===== config.mk =====
export PLATFORM = sky130hd
export DESIGN_NAME = pipe_hazard_ctrl
export DESIGN_NICKNAME = d
export VERILOG_FILES = /design/src/rtl/pipe_hazard_ctrl.sv
export SDC_FILE = /design/constraint.sdc
export NUM_CORES = 1
export LEC_CHECK = 0
export ABC_AREA = 1
export CELL_PAD_IN_SITES_DETAIL_PLACEMENT = 1
export CELL_PAD_IN_SITES_GLOBAL_PLACEMENT = 1
export CORE_MARGIN = 4
export CORE_UTILIZATION = 35
export CTS_CLUSTER_DIAMETER = 30
export DETAILED_ROUTE_END_ITERATION = 16
export MAX_ROUTING_LAYER = met4
export PLACE_DENSITY_LB_ADDON = 0.1
export SYNTH_ARGS = -nofsm -noshare
export SYNTH_HDL_FRONTEND = slang
export SYNTH_SLANG_ARGS = --single-unit

===== constraint.sdc =====
create_clock -name clk -period 1.9 [get_ports clk]
set_input_delay 0.285 -clock clk [delete_from_list [all_inputs] [get_ports clk]]
set_output_delay 0.285 -clock clk [all_outputs]
set_load 0.02 [all_outputs]

===== src/rtl/pipe_hazard_ctrl.sv =====
// Hazard/forwarding controller beside the ID stage. It tracks in-flight writers
// per stage and produces forwarding selects, load-use stall/bubble, and IF/ID flush.
module pipe_hazard_ctrl #(
    parameter int NUM_STAGES       = 3,
    parameter int REG_AW           = 5,
    parameter int LOAD_READY_STAGE = 2,
    parameter int CNT_W            = 16,
    parameter int SEL_W            = $clog2(NUM_STAGES + 1)
) (
    input  logic                  clk,
    input  logic                  rst,
    input  logic                  ext_pause,
    input  logic                  id_valid,
    input  logic [REG_AW-1:0]     id_rs,
    input  logic [REG_AW-1:0]     id_rt,
    input  logic                  id_rs_used,
    input  logic                  id_rt_used,
    input  logic                  id_we,
    input  logic [REG_AW-1:0]     id_wa,
    input  logic                  id_is_load,
    input  logic                  branch_taken,
    output logic                  stall_if,
    output logic                  stall_id,
    output logic                  bubble_ex,
    output logic                  flush_id,
    output logic [SEL_W-1:0]      fwd_rs_sel,
    output logic [SEL_W-1:0]      fwd_rt_sel,
    output logic [NUM_STAGES-1:0] stage_valid,
    output logic [CNT_W-1:0]      stall_cnt
);

    // Scoreboard: index gi holds the entry for stage gi+1
    logic [NUM_STAGES-1:0] valid_reg, we_reg, load_reg;
    logic [REG_AW-1:0]     wa_reg [NUM_STAGES];
    logic [NUM_STAGES-1:0] valid_next, we_next, load_next;
    logic [REG_AW-1:0]     wa_next [NUM_STAGES];
    logic [CNT_W-1:0]      stall_cnt_reg;

    logic [NUM_STAGES-1:0] rs_hit, rt_hit;
    logic [SEL_W-1:0]      rs_sel_raw, rt_sel_raw;
    logic                  rs_early, rt_early;
    logic                  rs_chk, rt_chk;
    logic                  rs_haz, rt_haz;
    logic                  luse;

    genvar gi;
    generate
        for (gi = 0; gi < NUM_STAGES; gi++) begin : g_hit
            assign rs_hit[gi] = valid_reg[gi] & we_reg[gi] & (wa_reg[gi] == id_rs);
            assign rt_hit[gi] = valid_reg[gi] & we_reg[gi] & (wa_reg[gi] == id_rt);
        end
    endgenerate

    // Returns {load_not_ready, stage}; scanning oldest to youngest lets the youngest win.
    function automatic logic [SEL_W:0] find_writer(input logic [NUM_STAGES-1:0] hit,
                                                   input logic [NUM_STAGES-1:0] ld);
        logic [SEL_W-1:0] sel;
        logic             early;
        sel   = '0;
        early = 1'b0;
        for (int k = NUM_STAGES - 1; k >= 0; k--) begin
            if (hit[k]) begin
                sel   = SEL_W'(k + 1);
                early = ld[k] && ((k + 1) < LOAD_READY_STAGE);
            end
        end
        return {early, sel};
    endfunction

    always_comb begin
        {rs_early, rs_sel_raw} = find_writer(rs_hit, load_reg);
        {rt_early, rt_sel_raw} = find_writer(rt_hit, load_reg);
    end

    assign rs_chk = id_valid & id_rs_used & (|id_rs);
    assign rt_chk = id_valid & id_rt_used & (|id_rt);
    assign rs_haz = rs_chk & rs_early;
    assign rt_haz = rt_chk & rt_early;
    assign luse   = (rs_haz | rt_haz) & ~ext_pause;

    assign stall_if    = luse | ext_pause;
    assign stall_id    = luse | ext_pause;
    assign bubble_ex   = luse;
    assign flush_id    = branch_taken & ~luse & ~ext_pause;
    assign fwd_rs_sel  = rs_chk ? rs_sel_raw : '0;
    assign fwd_rt_sel  = rt_chk ? rt_sel_raw : '0;
    assign stage_valid = valid_reg;
    assign stall_cnt   = stall_cnt_reg;

    // Stage 1 takes the ID instruction, or a bubble while the load-use stall holds ID
    always_comb begin
        valid_next = valid_reg;
        we_next    = we_reg;
        load_next  = load_reg;
        for (int k = 0; k < NUM_STAGES; k++) begin
            wa_next[k] = wa_reg[k];
        end
        if (!ext_pause) begin
            valid_next[0] = id_valid & ~luse;
            we_next[0]    = id_valid & id_we & (|id_wa) & ~luse;
            load_next[0]  = id_valid & id_is_load & ~luse;
            wa_next[0]    = luse ? '0 : id_wa;
            for (int k = 1; k < NUM_STAGES; k++) begin
                valid_next[k] = valid_reg[k-1];
                we_next[k]    = we_reg[k-1];
                load_next[k]  = load_reg[k-1];
                wa_next[k]    = wa_reg[k-1];
            end
        end
    end

    always_ff @(posedge clk) begin
        if (rst) begin
            valid_reg <= '0;
            we_reg    <= '0;
            load_reg  <= '0;
            for (int k = 0; k < NUM_STAGES; k++) begin
                wa_reg[k] <= '0;
            end
        end else begin
            valid_reg <= valid_next;
            we_reg    <= we_next;
            load_reg  <= load_next;
            for (int k = 0; k < NUM_STAGES; k++) begin
                wa_reg[k] <= wa_next[k];
            end
        end
    end

    always_ff @(posedge clk) begin
        if (rst) begin
            stall_cnt_reg <= '0;
        end else if (luse && (stall_cnt_reg != {CNT_W{1'b1}})) begin
            stall_cnt_reg <= stall_cnt_reg + CNT_W'(1);
        end
    end

endmodule

### Word-level counts from Yosys, hierarchy flattened

Memory sizes are Yosys's and may differ from the RTL's.
Cells that the tools add are included.

* flip-flop bits (word level): 23
* RAM bits: 15
* bits of input ports: 24
* output and inout bits: 27
* memories: 1

* $add $sub $neg: 1
* eq/ne operators: 7
* multiplexer cells: 18
* bitwise logic cells: 31
* reductions and logical operators: 4

Memory list
* wa_reg: words 3, bits a word 5, read ports 3, clocked after Yosys merged registers in 0, wr ports 3, line 34 `logic [REG_AW-1:0] wa_reg [NUM_STAGES];`

Operators by type and width (count)
* $eq 5x5->1: 6
* $and 1x1->1: 24
* $mux 5: 4
* $add 16x1->16 const B: 1
* $mux 2: 8
* $ne 16x16->1 const B: 1
* $mux 15: 1
* $reduce_or 5->1: 3
* $mux 1: 5
* $or 1x1->1: 5
* $not 1->1: 2
* $logic_and 1x1->1: 1

### Depth between registers and ports, before layout

* depth after elaboration: 9
* gate-level depth with buffers: 11
* gate-level depth less buffers: 11

### Least setup slack after synthesis

No wires, ideal clock.

* kind: reg2out
* start: register valid_reg[0] (netlist: stage_valid[0])
* end: output stall_if
* arrival: 1.516 ns
* required time: 1.615 ns
* path slack: 0.099 ns
* cell stages (with the launch flop): 10
* path buffers: 1
* cells stage by stage: dfxtp_1 -> nand2_1 -> a21oi_1 -> nand2_1 -> nor2_2 -> nand4_2 -> nand2_4 -> nor2_2 -> inv_1 -> buf_4

* cells in the longest elaborated chain, start to end: 7
* elaborated cells between the ends (all ways): 10

RTL lines
* start: declaration: line 33 `logic [NUM_STAGES-1:0] valid_reg, we_reg, load_reg;`
* start signal: assignment: line 121 `valid_reg <= valid_next;`
* $and 1x1->1 (*): line 49, 50
* $and 1x1->1, on equally long branches: line 49, 50
* $mux 1: line 62 `if (hit[k]) begin`
* $and 1x1->1, on equally long branches: line 77, 78
* $or 1x1->1 (*): line 79 `assign luse = (rs_haz | rt_haz) & ~ext_pause;`
* $and 1x1->1 (*): line 79
* $or 1x1->1 (*)
* end: declaration: line 22 `output logic stall_if,`

Mark *: on every way between the ends. The rest lies on a longest branch, timed or not.

==> impl_metrics.tcl <==
set metrics [dict create \
    outcome "finished, violations left" \
    violations "negative setup slack" \
    synth_seq_cells 38 \
    avgRoutedWirePerCell_um 16.8 \
    yosysTopAreaCell "dfxtp_1" \
    skew_ns 0.00713 \
    max_freq_mhz 520 \
    whs_ns 0.504 \
    synth_most_common_cell "nand2_1" \
    dieWidth_um 89.2 \
    hp-class "flop to flop" \
    async_flop_share_pct 0 \
    antenna_cells 0 \
    synth.top_cell.area_share_pct 33.0 \
    initial_utilization_pct 36.1 \
    critPathKind "flop to output pin" \
    required_ns 1.62 \
    cts_sinks 38 \
    gr-total-overflow 0 \
    rows 29 \
    drive_gt1_share_pct 33.0 \
    synthDistinctLibCells 26 \
    design_area_sq_um 3480 \
    multi_input_area_sq_um 1520 \
    finalCriticalPeriod_ns 1.92 \
    syn_avg_cell_area_sq_um 6.59 \
    regArea_sq_um 791 \
    syn_inst 350 \
    drt_pass1_iterations 4 \
    drv_slew 0 \
    clk_latency_ns 0.30 \
    syn2layout_area_growth_pct 51.1 \
    grt_util_met1_pct 26.9 \
    p_per_area_nw_per_um2 519 \
    utilization_pct 54.5 \
    tightestPinTransition_ns 0.498 \
    endpoint_kind "output pin" \
    cts_root_buf "clkbuf_8" \
    drt_iter0_markers 123 \
    yosys-top-cells-area "dfxtp_1, nand2_1, a21oi_1" \
    antenna_found_initial 0 \
    grt_pass1_vias 2937 \
    timing.slew.headroom_pct 66.8 \
    grt_pass1_wl_mm 14.0 \
    post-route-period-util_pct 101 \
    largest_register_ffs 16 \
    grt_max_degree 28 \
    core_sq_um 6390 \
    route.detailed.drc 0 \
    synth_area_sq_um 2310 \
    final_antenna_net_count 0 \
    yosysSeqAreaShare_pct 33.0 \
    setup_violations 2 \
    fillCellCount 851 \
    vias 2803 \
    die_h_um 89.2 \
    grt_setup_unrepaired "true" \
    startpoint_type "flop" \
    use_met3_pct 3.04 \
    die-area_sq_um 7950 \
    grt.met2_usage_pct 41.1 \
    cts_hold_buf 0 \
    cap_violations 0 \
    fin_nets 470 \
    synth_fp_nets 375 \
    arrival_ns 1.64 \
    synthFlopType "dfxtp_1" \
    cp_max_fo 4 \
    cts-buffers-inserted 5 \
    ys_warn_count 0 \
    routed_wl_mm 8.81 \
    clock_path_buffers 2 \
    hold_viol 0 \
    globalplace.congestion 0.930 \
    dp_hpwl_mm 6.36 \
    path_clk_slew_ns 0.08 \
    port_buffers 50 \
    track_usage_pct 23.6 \
    drt-vias-per-instance 5.36 \
    dpl_cell_area_sq_um 3180 \
    htreeDepth 2 \
    synth-edff-count 0 \
    io_pins 51 \
    power.leakage_uw 0.00141 \
    ys_top_cells_by_count "nand2_1, a21oi_1, dfxtp_1" \
    grt_busiest_layer "met2" \
    worst_slack_ns -0.0241 \
    ir_worst_vdd_v 0.000244 \
    tritoncts "done" \
]
## cells in the final DEF (no fill, tap or decap), drive strengths merged, types with 16 or more instances in the layout
cell	instances
a21oi	43
buf	57
clkdlybuf4s50	31
dfxtp	38
inv	36
nand2	91
nand3	16
nand4	24
nor2	42
o21ai	18
## where the power goes
group / switching [uW] / internal, uW
Combinational: 192 / 157
Clock: 308 / 293
Sequential: 33.8 / 824
Total: 533 / 1270
## final timing paths
path	endpoint	slack (ns)	from	cells after the start
worst max-delay path	bubble_ex	-0.02	wa_reg[0][3]	8
worst min-delay path	we_reg[2]	0.50	we_reg[2]	2
worst max register to register	stall_cnt[4]	0.15	wa_reg[0][0]	10
worst min register to register	we_reg[2]	0.50	we_reg[2]	2
## worst max-delay path, stage by stage (launching register included)
cell and delay, ns:
dfxtp_4 0.38, nand2_1 0.11, o21ai_2 0.07, nor2_2 0.25, nand3_2 0.13, nand2_2 0.09, nand2_2 0.07, nor2_2 0.13
buf_6 0.12
## layout make-up
type	instances	share of cell area, %
Clock buffer	7	2.48
Multi-Input combinational cell	265	43.7
Timing Repair Buffer	99	24.2
Sequential cell	38	22.7
Inverter	36	4.02
Tap cell	77	2.77
Clock inverter	1	0.144
## cells by family (layout without fill, tap and decap cells)
group,Yosys count,count (layout),share of synthesized area [%]
simple gates,172,173,34.0
flops,38,38,33.0
compound gates,72,72,16.5
xor+xnor,19,19,7.22
buf+inv,48,143,8.74
fa+ha+maj,1,1,0.543
## what timing repair did
item                       CTS  global route
gates resized for setup     76            51
pin swaps                   13            22
setup endpoints to repair   23            24
cloned                       0             1
setup buffers                2             2
## metrics by stage
stage | instances | power [uW] | TNS [ns] | setup slack, ns
after floorplan | 350 | 1000 | 0 | 0.0993
after global placement | 511 | 1180 | -10.88 | -0.744
after detailed placement | 511 | 1190 | -11.47 | -0.791
after CTS | 521 | 1790 | -0.0977 | -0.0535
after global routing | 523 | 1910 | -0.464 | -0.107
final | 523 | 1810 | -0.0303 | -0.0241
## per-layer routing
metal,up-vias,routed length [um]
li1,1349,-
met1,1335,3690
met2,93,4450
met3,26,377
met4,0,279
met5,-,0
No activity file was read; power rests on OpenSTA's default activity.
